**src/rtl/spi_controller.sv**
```systemverilog
// SPI mode-0 initiator issuing 16-bit register-write frames
// ({1'b1, addr[6:0], data[7:0]}, MSB first) from a valid/ready request port.
// Optional feature macro: SPI_CTRL_FIFO_EN selects a 4-entry request FIFO;
// without it a single holding register buffers one request.
module spi_controller #(
  parameter int CLK_DIV = 4
) (
  input  logic       clk,
  input  logic       rst,
  input  logic       req_valid,
  output logic       req_ready,
  input  logic [6:0] req_addr,
  input  logic [7:0] req_data,
  output logic       busy,
  output logic       done,
  output logic       sclk,
  output logic       copi,
  output logic       ncs
);

  if (CLK_DIV < 2 || CLK_DIV > 255) begin : g_bad_div
    $error("spi_controller: CLK_DIV must be in 2..255");
  end

  localparam logic [7:0] DivLast = 8'(CLK_DIV - 1);

  typedef enum logic [2:0] {IDLE, SETUP, HIGH, LOW, HOLD, GAP} state_t;

  state_t      state_q, state_d;
  logic [7:0]  div_q, div_d;
  logic [3:0]  bit_q, bit_d;
  logic [15:0] shift_q, shift_d;
  logic        ncs_q, ncs_d;
  logic        sclk_q, sclk_d;
  logic        done_q, done_d;
  logic        ready_q, ready_d;
  logic        busy_q, busy_d;
  logic        ncs_out_q, sclk_out_q, copi_out_q, done_out_q;

  logic        push, pop, q_empty, q_nonempty_d;
  logic [14:0] q_head;

  assign push = req_valid && ready_q;
  assign pop  = (state_q == IDLE) && !q_empty;

`ifdef SPI_CTRL_FIFO_EN
  logic [14:0] fifo_q [4];
  logic [1:0]  wr_ptr_q, rd_ptr_q;
  logic [2:0]  count_q, count_d;

  assign q_empty      = (count_q == 3'd0);
  assign q_head       = fifo_q[rd_ptr_q];
  assign count_d      = count_q + 3'(push) - 3'(pop);
  assign q_nonempty_d = (count_d != 3'd0);
  assign ready_d      = (count_d != 3'd4);

  // FIFO pointers and occupancy; pointers wrap naturally at 4 entries
  always_ff @(posedge clk) begin
    if (rst) begin
      wr_ptr_q <= 2'd0;
      rd_ptr_q <= 2'd0;
      count_q  <= 3'd0;
    end else begin
      if (push) wr_ptr_q <= wr_ptr_q + 2'd1;
      if (pop)  rd_ptr_q <= rd_ptr_q + 2'd1;
      count_q <= count_d;
    end
  end

  // FIFO storage needs no reset; occupancy alone decides validity
  always_ff @(posedge clk) begin
    if (push) fifo_q[wr_ptr_q] <= {req_addr, req_data};
  end
`else
  logic [14:0] hold_q;
  logic        full_q, full_d;

  // Push needs an empty register and pop a full one, so they never coincide
  always_comb begin
    full_d = full_q;
    if (push)     full_d = 1'b1;
    else if (pop) full_d = 1'b0;
  end

  assign q_empty      = !full_q;
  assign q_head       = hold_q;
  assign q_nonempty_d = full_d;
  assign ready_d      = !full_d;

  // Single holding register for one pending request
  always_ff @(posedge clk) begin
    if (rst) begin
      full_q <= 1'b0;
      hold_q <= 15'd0;
    end else begin
      full_q <= full_d;
      if (push) hold_q <= {req_addr, req_data};
    end
  end
`endif

  // Frame sequencing: next state, divider, bit counter and pin levels
  always_comb begin
    state_d = state_q;
    div_d   = div_q;
    bit_d   = bit_q;
    shift_d = shift_q;
    ncs_d   = ncs_q;
    sclk_d  = sclk_q;
    done_d  = 1'b0;

    if (state_q != IDLE) begin
      div_d = (div_q == DivLast) ? 8'd0 : div_q + 8'd1;
    end

    case (state_q)
      IDLE: begin
        div_d   = 8'd0;
        ncs_d   = 1'b1;
        sclk_d  = 1'b0;
        shift_d = 16'd0;
        if (!q_empty) begin
          shift_d = {1'b1, q_head};
          bit_d   = 4'd0;
          ncs_d   = 1'b0;
          state_d = SETUP;
        end
      end
      SETUP: begin
        if (div_q == DivLast) begin
          sclk_d  = 1'b1;
          state_d = HIGH;
        end
      end
      HIGH: begin
        if (div_q == DivLast) begin
          sclk_d = 1'b0;
          if (bit_q == 4'd15) begin
            state_d = HOLD;
          end else begin
            shift_d = {shift_q[14:0], 1'b0};
            bit_d   = bit_q + 4'd1;
            state_d = LOW;
          end
        end
      end
      LOW: begin
        if (div_q == DivLast) begin
          sclk_d  = 1'b1;
          state_d = HIGH;
        end
      end
      HOLD: begin
        if (div_q == DivLast) begin
          ncs_d   = 1'b1;
          shift_d = 16'd0;
          state_d = GAP;
        end
      end
      GAP: begin
        if (div_q == DivLast) begin
          done_d  = 1'b1;
          state_d = IDLE;
        end
      end
      default: state_d = IDLE;
    endcase

    busy_d = (state_d != IDLE) || q_nonempty_d;
  end

  // State registers plus an aligned output stage so every pin is a flop
  always_ff @(posedge clk) begin
    if (rst) begin
      state_q    <= IDLE;
      div_q      <= 8'd0;
      bit_q      <= 4'd0;
      shift_q    <= 16'd0;
      ncs_q      <= 1'b1;
      sclk_q     <= 1'b0;
      done_q     <= 1'b0;
      ready_q    <= 1'b1;
      busy_q     <= 1'b0;
      ncs_out_q  <= 1'b1;
      sclk_out_q <= 1'b0;
      copi_out_q <= 1'b0;
      done_out_q <= 1'b0;
    end else begin
      state_q    <= state_d;
      div_q      <= div_d;
      bit_q      <= bit_d;
      shift_q    <= shift_d;
      ncs_q      <= ncs_d;
      sclk_q     <= sclk_d;
      done_q     <= done_d;
      ready_q    <= ready_d;
      busy_q     <= busy_d;
      ncs_out_q  <= ncs_q;
      sclk_out_q <= sclk_q;
      copi_out_q <= shift_q[15];
      done_out_q <= done_q;
    end
  end

  assign req_ready = ready_q;
  assign busy      = busy_q;
  assign done      = done_out_q;
  assign sclk      = sclk_out_q;
  assign copi      = copi_out_q;
  assign ncs       = ncs_out_q;

endmodule

```
**config.mk**
```make
export PLATFORM = sky130hd
export DESIGN_NAME = spi_controller
export DESIGN_NICKNAME = d
export VERILOG_FILES = /design/src/rtl/spi_controller.sv
export SDC_FILE = /design/constraint.sdc
export NUM_CORES = 1
export LEC_CHECK = 0
export CAP_MARGIN = 10
export CORE_MARGIN = 1.5
export CORE_UTILIZATION = 54
export CTS_CLUSTER_DIAMETER = 60
export DETAILED_ROUTE_END_ITERATION = 10
export PLACE_DENSITY = 0.76
export RECOVER_POWER = 50
export SYNTH_ARGS = -nofsm -noshare
export SYNTH_HDL_FRONTEND = slang
export SYNTH_SLANG_ARGS = --single-unit
```
**constraint.sdc**
```tcl
create_clock -name clk -period 4.3 [get_ports clk]
set_input_delay 0.43 -clock clk [delete_from_list [all_inputs] [get_ports clk]]
set_output_delay 0.43 -clock clk [all_outputs]
set_load 0.02 [all_outputs]
```
# Word level (Yosys, flattened, before mapping)
# Index checks and enable logic that the tools add are counted.
# word_totals
regBits,56
inputBits,18
out_inout_bits,6
# classes
addsub,2
n_eq_ne,12
muxes,25
n_bitwise,1
n_reduce_logical,18
# ops
op,n
$mux W16,4
$pmux W16 S3,1
$mux W3,6
$pmux W3 S5,1
$mux W4,3
$reduce_bool A3 Y1,4
$add A8 B1 Y8 const B,1
$eq A8 B2 Y1 const B,1
$mux W8,1
$ne A2 B2 Y1 const B,4
$pmux W4 S2,1
$reduce_and A4 Y1,2
$eq A3 B2 Y1 const B,2
$eq A3 B3 Y1 const B,2
$mux W1,6
$reduce_or A2 Y1,3
$add A4 B1 Y4 const B,1
$eq A4 B4 Y1 const B,1
$reduce_bool A2 Y1,2
$eq A3 B1 Y1 const B,1
$logic_not A3 Y1,1
$pmux W1 S3,1
$reduce_and A3 Y1,1
$logic_and A1 B1 Y1,2
other kinds (6),6

# Depth between registers and ports, before layout
# Gate-level depths: netlist of the first run.
# logic_depth
depth_word,6
mapped_depth,6

# Worst setup path after synthesis of the first run
# No wires, ideal clock.
# synth_path
kind,reg2reg
from,register div_q[0]
to,register shift_q[15]
arrival_ns,1.855
required_time_ns,4.177
setup_slack_ns,2.322
stages_incl_launch_ff,6
n_path_buf,0
path_cell_list,dfxtp_1 ha_1 or4b_4 o21ai_1 a22o_1 mux2_1
# synth_via
elab_chain_len,3
elab_cells_between_ends,4
cone_classes,eq/ne: 3; reduce/logical: 1
# synth_lines
item,line,text
start: declaration,30,"logic [7:0] div_q, div_d;"
start signal: assignment,190,div_q <= div_d;
$eq A8 B2 Y1 (*),"136, 154",
$ne A2 B2 Y1 (no line),--,
$reduce_and A4 Y1 (no line) (*),--,
end signal: assignment,192,shift_q <= shift_d;
end: declaration,32,"logic [15:0] shift_q, shift_d;"
# Mark *: on every way between the ends. The rest lies on a longest branch, timed or not.
# A chain may end at the register's enable or synchronous reset.

==> results.py, run 1 <==
metrics = {
    "worst_setup_path": {
        "crit_cells": 6,
        "cp_common_cell": "clkbuf_1",
        "cp.arrival_ns": 3.21,
        "end_kind": "register",
        "start_kind": "input pin",
        "rr_worst_depth": 4,
        "critPathBufInv": 4,
        "crit_chain": "dlygate4sd3_1 > clkbuf_1 > clkinv_1 > clkbuf_1 > a311oi_1 > o211ai_1",
        "cp_max_fo": 33,
        "slowest_delay_ns": 0.86,
        "cp_slowest_cell": "clkbuf_1",
        "critPathTopFamily": "buffers and inverters",
        "crit_type": "in2reg",
        "critPathRequiredTime_ns": 4.48,
    },
    "route": {
        "drc_errors": 0,
        "wirelength_microns": 4680,
        "drt-pass1-iter-count": 4,
        "via_count": 1996,
        "drt.antenna.violating_nets": 0,
        "drt-vias-per-instance": 5.39,
        "wire_per_inst_microns": 12.6,
        "drt_iter0_markers": 99,
    },
    "timing": {
        "slew_viol_final": 0,
        "rsz0062_at_grt": "no",
        "setup_viol": 0,
        "relSlewSlack_pct": 22.0,
        "tns_ns": 0,
        "worst_slew_pin_slew_ns": 1.17,
        "hold_viol": 0,
        "hold_slack_ns": 0.444,
        "skew_ns": 0.00762,
        "fmax_mhz": 330,
        "fin_crit_sh_pct": 70.5,
        "post-route-min-period_ns": 3.03,
    },
    "placement": {
        "dp_cells": 363,
        "place_congestion": 0.838,
        "dp_hpwl_microns": 3260,
        "port-buffer-count": 23,
    },
    "pwr": {
        "p_sw_share_pct": 23.9,
        "seqPwrFrac_pct": 61.1,
        "peakVddDrop_v": 0.000205,
        "total_power_mw": 0.896,
        "switchingPower_mw": 0.214,
        "power.share.clock_pct": 29.9,
        "p_leak_nw": 1.03,
        "powerDensity_nw_per_um2": 318,
        "power.internal_mw": 0.682,
        "p_comb_share_pct": 9.1,
    },
    "grt": {
        "grt_max_degree": 34,
        "grtUsageTotal_pct": 20.3,
        "antenna_found_initial": 0,
        "overflow": 0,
        "grt_pass1_vias": 1824,
        "grt_pass1_wl_microns": 8250,
    },
    "logic_synthesis": {
        "synth.avg_cell_area_sq_um": 8.28,
        "synthSimpleGateAreaFrac_pct": 23.5,
        "syn_nets": 323,
        "async_reset_ff_share_pct": 0,
        "synth_compound_area_share_pct": 17.2,
        "ys_types": 49,
        "seq_area_frac_synth_pct": 44.7,
        "synthDominantCellAreaShare_pct": 44.7,
        "synth_area_sq_um": 2510,
        "yosysTopAreaCell": "dfxtp_1",
        "netlist_instances": 303,
        "yosys.area_share.adder_pct": 0.998,
        "synth_mux_area_share_pct": 6.44,
        "synth-main-ff-cell": "dfxtp_1",
        "synth_top_cells_by_area": "dfxtp_1 45%, nand2_1 10%, a21oi_1 7.4%",
        "ys.warnings.count": 0,
        "synth-seq-cells": 56,
        "synth_top_family_by_area": "simple AND/OR/NAND/NOR gates",
        "synth-edff-count": 0,
        "synth-xor-area-share_pct": 3.14,
    },
    "cts": {
        "ctsResizeCount": 0,
        "clock_path_buffers": 2,
        "numClockSinks": 56,
        "htree_levels": 2,
        "path_clk_slew_ns": 0.09,
        "holdBufCountCts": 0,
        "root_buffer": "clkbuf_8",
        "cts_tree": "built",
        "post-cts-setup-buffer-count": 0,
        "numCtsBuffers": 5,
        "clock_latency_ns": 0.30,
    },
    "die": {
        "num_io_pins": 24,
        "core_area_sq_um": 4410,
        "start_util_pct": 56.8,
        "die_y_microns": 71.1,
        "dieArea_sq_um": 5060,
        "die_x_microns": 71.1,
        "rows": 24,
    },
    "cells_and_area": {
        "n_fill_cell": 381,
        "ff_latch_area_sq_um": 1120,
        "multi_input_area_sq_um": 1290,
        "utilization_pct": 63.8,
        "drive_gt1_share_pct": 4.40,
        "antenna_cells": 0,
        "syn2layout_area_growth_pct": 12.4,
        "nNetsFinal": 338,
        "fin_cells": 370,
    },
    "run": {
        "cap_violations": 0,
    },
    "run_status": {
        "outcome": "finished clean",
    },
    "worst_hold_path": {
        "hold_path_class": "reg2reg",
        "whs_path_depth": 1,
    },
}
path summary, 6_finish.rpt:
path,startpoint,end,slack (ns)
worst max-delay path,rst,busy,1.27
worst min-delay path,done_q,done,0.44
worst max register to register,full_q,bit_q[3],2.11
worst min register to register,done_q,done,0.44
per-layer routing:
| layer | wire length [microns] | part of all wire [%] | global-route usage, % | vias up |
|---|---|---|---|---|
| met4 | 42 | 0.90 | 6.08 | 0 |
| met3 | 174 | 3.7 | 5.70 | 4 |
| met1 | 2500 | 53 | 29.8 | 894 |
| met2 | 1960 | 42 | 28.9 | 39 |
| met5 | 0 | 0 | 0 | - |
| li1 | - | - | - | 1059 |
power groups by stage:
stage	sequential, mW	combinational (mW)	clock [mW]
floorplan	0.555	0.0562	0
global placement	0.559	0.0821	0
detailed placement	0.559	0.0830	0
CTS	0.547	0.0833	0.279
global route	0.550	0.0906	0.297
finish	0.547	0.0811	0.268
metrics by stage:
step           worst slack, ns  area, sq um
3_3_place_gp              2.21         2750
2_1_floorplan             2.32         2510
3_5_place_dp              2.12         2750
5_1_grt                  0.982         2820
4_1_cts                   2.11         2830
6_report                  1.27         2820
cell usage after synthesis, types with 2 or more instances:
cell,n
nand2_1,67
dfxtp_1,56
a21oi_1,37
o21ai_0,20
and2_1,15
mux2i_1,15
clkbuf_1,13
nor2_1,13
xor2_1,7
inv_1,5
nand3_1,4
nor2b_1,3
or3_1,3
a311oi_1,2
buf_1,2
buf_2,2
ha_1,2
nand2b_1,2
nand4_1,2
nor3_1,2
or2_2,2
xnor2_1,2
state kept, by name (all words and copies together), names as in the netlist:
register and flops:
copi 1, busy 1, sclk 1, shift_q 16
div_q 8, done_q 1, sclk_q 1, ncs_q 1
done 1, hold_q 15, full_q 1, req_ready 1
state_q 3, ncs 1, bit_q 4
layout by cell type, fill, tap and decap left out, types with 2 or more instances in the layout:
cell type	instances
nand2_1	67
dfxtp_1	56
a21oi_1	37
o21ai_0	20
clkdlybuf4s50_1	16
and2_1	15
mux2i_1	15
nor2_1	13
xor2_1	7
dlygate4sd3_1	7
inv_1	5
clkbuf_8	5
nand3_1	4
or3_1	3
nor2b_1	3
clkbuf_1	3
nor3_1	2
nand2b_1	2
a311oi_1	2
or2_2	2
xnor2_1	2
nand4_1	2
ha_1	2
layout make-up:
cell class                      count  share of cell area [%]
Clock inverter                      1                   0.178
Multi-Input combinational cell    223                    45.6
Tap cell                           52                    2.31
Inverter                            6                   0.799
Sequential cell                    56                    39.8
Clock buffer                        6                    2.58
Timing Repair Buffer               26                    8.70
cell families after synthesis:
group	Yosys count
AOI/OAI and AO/OA	74
muxes	16
buffers and inverters	24
and+or+nand+nor	122
DFF	56
adders and majority gates	2
xor gates and xnor gates	9
Power figures use the tool's default switching activity.
==> run 2, diff against run 1 <==
CORE_UTILIZATION = 51   (was 54)
PLACE_DENSITY = 0.75   (was 0.76)
clock period = 2.5 ns   (was 4.3 ns; I/O delays follow)
==> run 2 against run 1 <==
Net effect: highest routed layer unchanged; sequential share of layout area shrank 1.1 points; final area grew 3.0%; first-iteration DRC count grew 21%; die area grew 5.6%; critical path depth shrank 1; clock power grew 88%; critical endpoint is now shift_q[15]; clock-buffer cell count grew 2; largest cell class unchanged; power grew 78%.
==> results.py, run 2 (same netlist as run 1, synthesis figures left out) <==
metrics = {
    "run_status": {
        "outcome": "finished clean",
    },
    "timing": {
        "hold_viol": 0,
        "fmax_mhz": 461,
        "tns_ns": 0,
        "relSlewSlack_pct": 34.6,
        "slew_viol_final": 0,
        "rsz0062_at_grt": "no",
        "worst_slew_pin_slew_ns": 0.966,
        "post-route-min-period_ns": 2.17,
        "fin_crit_sh_pct": 86.8,
        "setup_viol": 0,
        "skew_ns": 0.00677,
    },
    "cts": {
        "root_buffer": "clkbuf_8",
        "clock_path_buffers": 2,
        "htree_levels": 2,
        "cts_tree": "built",
        "post-cts-setup-buffer-count": 0,
        "clock_latency_ns": 0.31,
        "holdBufCountCts": 0,
        "ctsResizeCount": 0,
        "numCtsBuffers": 5,
        "path_clk_slew_ns": 0.09,
        "numClockSinks": 56,
    },
    "cells_and_area": {
        "top_register": "shift_q",
        "utilization_pct": 61.4,
        "layout_commonest_cell": "nand2_1",
        "nNetsFinal": 345,
        "reg_top3": "shift_q x16, hold_q x15, div_q x8",
        "largest_reg_flops": 16,
        "drive_gt1_share_pct": 6.44,
        "antenna_cells": 0,
        "final_cell_mix": "67 x nand2_1, 56 x dfxtp_1, 37 x a21oi_1, 20 x o21ai_0, 16 x clkdlybuf4s50_1",
        "syn2layout_area_growth_pct": 15.7,
    },
    "grt": {
        "grt_pass1_wl_microns": 8250,
        "overflow": 0,
        "antenna_found_initial": 0,
        "grtUsageTotal_pct": 19.8,
        "grt_pass1_vias": 1786,
        "grt_max_degree": 27,
    },
    "die": {
        "die_y_microns": 73.1,
        "dieArea_sq_um": 5350,
        "core_area_sq_um": 4720,
        "num_io_pins": 24,
        "rows": 25,
        "start_util_pct": 53.1,
        "die_x_microns": 73.1,
    },
    "worst_setup_path": {
        "cp.arrival_ns": 2.37,
        "r2r_slack_ns": 0.33,
        "crit_type": "reg2reg",
        "start_kind": "register",
        "end_kind": "register",
        "regToRegStartpoint": "div_q[0]",
        "slowest_delay_ns": 0.54,
        "rr_worst_depth": 5,
        "crit_chain": "ha_1 > or4b_4 > o21ai_1 > a22o_1 > mux2_1",
        "cp_slowest_cell": "or4b_4",
        "cp_max_fo": 5,
        "critPathRequiredTime_ns": 2.70,
        "worstSetupStartpoint": "div_q[0]",
    },
    "worst_hold_path": {
        "worst_hold_startpoint": "done_q",
        "hold_path_class": "reg2reg",
        "whs_path_depth": 1,
    },
    "route": {
        "drt.antenna.violating_nets": 0,
        "drt_iter0_markers": 120,
        "wirelength_microns": 5010,
        "drc_errors": 0,
        "via_count": 2087,
        "wire_per_inst_microns": 12.7,
        "drt-pass1-iter-count": 4,
        "drt-vias-per-instance": 5.31,
    },
    "placement": {
        "dp_hpwl_microns": 3470,
        "place_congestion": 0.886,
        "port-buffer-count": 23,
    },
    "pwr": {
        "powerDensity_nw_per_um2": 550,
        "p_leak_nw": 1.07,
        "peakVddDrop_v": 0.000369,
    },
    "run": {
        "cap_violations": 0,
    },
}
==> run 2: final timing paths <==
check,end
max,shift_q[15]
min,done
max reg2reg,shift_q[15]
min reg2reg,done
==> run 2: metrics by stage <==
| stage | worst slack [ns] | hold slack [ns] | std cells | power [mW] | area [sq um] |
|---|---|---|---|---|---|
| 3_3_place_gp | 0.451 | 0.417 | 385 | 1.11 | 2820 |
| 4_1_cts | 0.332 | 0.450 | 393 | 1.60 | 2910 |
| 5_1_grt | 0.212 | 0.459 | 393 | 1.65 | 2900 |
| 3_5_place_dp | 0.392 | 0.429 | 385 | 1.11 | 2820 |
| 6_report | 0.329 | 0.443 | 393 | 1.59 | 2900 |
| 2_1_floorplan | 0.522 | 0.386 | 303 | 1.05 | 2510 |
==> run 2: worst max-delay path, delay by kind of cell, from the launching register on <==
family / cells / cell delay, ns
adder cells (fa/ha/maj): 1 / 0.25
AO/OA/AOI/OAI: 2 / 0.58
flip-flops: 1 / 0.36
AND/OR/NAND/NOR: 1 / 0.54
multiplexers: 1 / 0.33
==> run 2: area by class of cell <==
| cell class | count | area (sq um) |
|---|---|---|
| clock buffer | 8 | 90.1 |
| multi-input combinational | 223 | 1290 |
| inverter | 6 | 22.5 |
| fill | 433 | 1820 |
| sequential | 56 | 1120 |
| tap | 67 | 83.8 |
| timing repair buffer | 33 | 298 |
==> run 2: power by group <==
group | leakage [nW] | switching [mW] | internal [mW]
Sequential | 0.455 | 0.0171 | 0.919
Clock | 0.0455 | 0.278 | 0.227
Combinational | 0.569 | 0.0843 | 0.0695
==> run 2: metal layers <==
layer / up-vias / global-route usage (%) / part of all wire (%)
met5: - / 0 / 0
met4: 0 / 7.13 / 1.5
met3: 7 / 4.83 / 5.9
met2: 64 / 26.7 / 42
met1: 940 / 30.1 / 51
li1: 1076 / - / -
==> run 3, diff against run 2 <==
GPL_TIMING_DRIVEN = 0   (was unset)
==> run 3 against run 2 <==
Net effect: combinational power grew 3%; sequential share of layout area down 0.48 points; flip-flop and latch count did not move; wire length increased by 2.0%; global-route usage grew 0.57 points; largest power group unchanged; critical endpoint unchanged; die area unchanged; clock power increased by 26%.
==> results.py, run 3 (same netlist as run 1, synthesis figures left out) <==
metrics = {
    "run_status": {
        "outcome": "finished clean",
    },
    "pwr": {
        "p_leak_nw": 1.08,
        "power.share.clock_pct": 36.8,
        "switchingPower_mw": 0.389,
        "p_comb_share_pct": 9.2,
        "p_sw_share_pct": 22.5,
        "powerDensity_nw_per_um2": 589,
        "power.internal_mw": 1.34,
        "peakVddDrop_v": 0.000307,
        "seqPwrFrac_pct": 54.0,
    },
    "worst_setup_path": {
        "rr_worst_depth": 5,
        "cp_max_fo": 5,
        "cp.arrival_ns": 2.51,
        "r2r_slack_ns": 0.20,
        "critPathRequiredTime_ns": 2.71,
        "regToRegStartpoint": "div_q[0]",
        "start_kind": "register",
        "end_kind": "register",
        "crit_type": "reg2reg",
        "r2r-end": "shift_q[15]",
    },
    "cells_and_area": {
        "reg_top3": "shift_q x16, hold_q x15, div_q x8",
        "layout_commonest_cell": "nand2_1",
        "final_cell_mix": "67 x nand2_1, 56 x dfxtp_1, 37 x a21oi_1, 21 x o21ai_0",
        "top_register": "shift_q",
        "nNetsFinal": 352,
        "largest_reg_flops": 16,
        "n_fill_cell": 432,
        "utilization_pct": 62.2,
        "drive_gt1_share_pct": 5.41,
        "antenna_cells": 0,
        "syn2layout_area_growth_pct": 17.2,
    },
    "worst_hold_path": {
        "worst_hold_startpoint": "rst",
        "holdPathEnd": "done",
        "whs_path_depth": 2,
        "hold_path_class": "in2reg",
    },
    "timing": {
        "rsz0062_at_grt": "no",
        "setup_viol": 0,
        "fin_crit_sh_pct": 92.1,
        "hold_viol": 0,
        "fmax_mhz": 434,
        "worst_slew_pin_slew_ns": 1.03,
        "slew_viol_final": 0,
        "post-route-min-period_ns": 2.30,
        "relSlewSlack_pct": 30.1,
        "tns_ns": 0,
        "skew_ns": 0.00502,
        "setup_ws_ns": 0.197,
    },
    "cts": {
        "clock_latency_ns": 0.31,
        "htree_levels": 2,
        "numCtsBuffers": 5,
        "post-cts-setup-buffer-count": 0,
        "path_clk_slew_ns": 0.10,
        "holdBufCountCts": 0,
        "ctsResizeCount": 0,
        "cts_tree": "built",
        "clock_path_buffers": 2,
        "root_buffer": "clkbuf_8",
        "numClockSinks": 56,
    },
    "placement": {
        "pre_cts_slack_ns": 0.332,
        "dp_hpwl_microns": 3640,
        "place_congestion": 0.850,
        "port-buffer-count": 22,
    },
    "die": {
        "start_util_pct": 53.1,
        "dieArea_sq_um": 5350,
        "die_y_microns": 73.1,
        "rows": 25,
        "die_x_microns": 73.1,
        "core_area_sq_um": 4720,
        "num_io_pins": 24,
    },
    "route": {
        "drt-pass1-iter-count": 4,
        "wirelength_microns": 5110,
        "drt.antenna.violating_nets": 0,
        "via_count": 2107,
        "drc_errors": 0,
        "drt_iter0_markers": 124,
        "wire_per_inst_microns": 12.8,
        "drt-vias-per-instance": 5.27,
    },
    "grt": {
        "overflow": 0,
        "grt_pass1_wl_microns": 8450,
        "antenna_found_initial": 0,
        "grtUsageTotal_pct": 20.3,
        "grt_max_degree": 17,
        "grt_pass1_vias": 1766,
    },
    "run": {
        "cap_violations": 0,
    },
}
## run 3: cell types whose count changed in the layout (fill, tap and decap cells not counted)
cell,change
buf_1,+2
buf_2,+2
buf_4,-8
buf_6,+1
bufinv_16,+1
clkbuf_1,+9
clkbuf_8,+1
clkdlybuf4s50_1,-1
o21ai_0,+1
o21ai_1,-1
## run 3: how the worst max path moves through the flow
stage | end | slack (ns) | start
after CTS | shift_q[15] | 0.33 | div_q[0]
after floorplan | shift_q[15] | 0.52 | div_q[0]
after global routing | shift_q[15] | 0.12 | div_q[0]
final | shift_q[15] | 0.20 | div_q[0]
after global placement | shift_q[15] | 0.36 | div_q[0]
after detailed placement | shift_q[15] | 0.33 | div_q[0]
## run 3: per-layer routing
metal,GRT usage (%),vias up,part of all wire (%)
met5,0,-,0
met4,5.87,0,1.2
met3,4.83,6,4.5
met2,28.5,64,43
met1,30.8,947,52
li1,-,1090,-
## run 3: worst max-delay path: stages (launching register included)
cell and delay [ns]:
dfxtp_1 0.37, ha_1 0.26, or4b_4 0.54, o21ai_0 0.38, a22o_1 0.31, mux2_1 0.33
## run 3: power by group through the flow
| stage | sequential (mW) | combinational (mW) | clock, mW |
|---|---|---|---|
| after global placement | 0.953 | 0.157 | 0 |
| final | 0.934 | 0.159 | 0.636 |
| after detailed placement | 0.954 | 0.160 | 0 |
| after floorplan | 0.955 | 0.0966 | 0 |
| after global routing | 0.937 | 0.175 | 0.677 |
| after CTS | 0.934 | 0.161 | 0.651 |
## run 3: stage by stage
stage / hold WS, ns / cells / total power [mW] / instance area, sq um
final: 0.352 / 400 / 1.73 / 2940
after global placement: 0.417 / 392 / 1.11 / 2810
after floorplan: 0.386 / 303 / 1.05 / 2510
after detailed placement: 0.432 / 392 / 1.11 / 2810
after global routing: 0.380 / 400 / 1.79 / 2940
after CTS: 0.340 / 400 / 1.74 / 2940
## run 3: layout make-up
cell class	count	area [sq um]	area share [%]
Multi-Input combinational cell	223	1290	43.8
Sequential cell	56	1120	38.2
Timing Repair Buffer	22	220	7.50
Clock buffer	7	96.3	3.28
Tap cell	67	83.8	2.85
Buffer	18	77.6	2.64
Clock inverter	1	30.0	1.02
Inverter	6	22.5	0.767
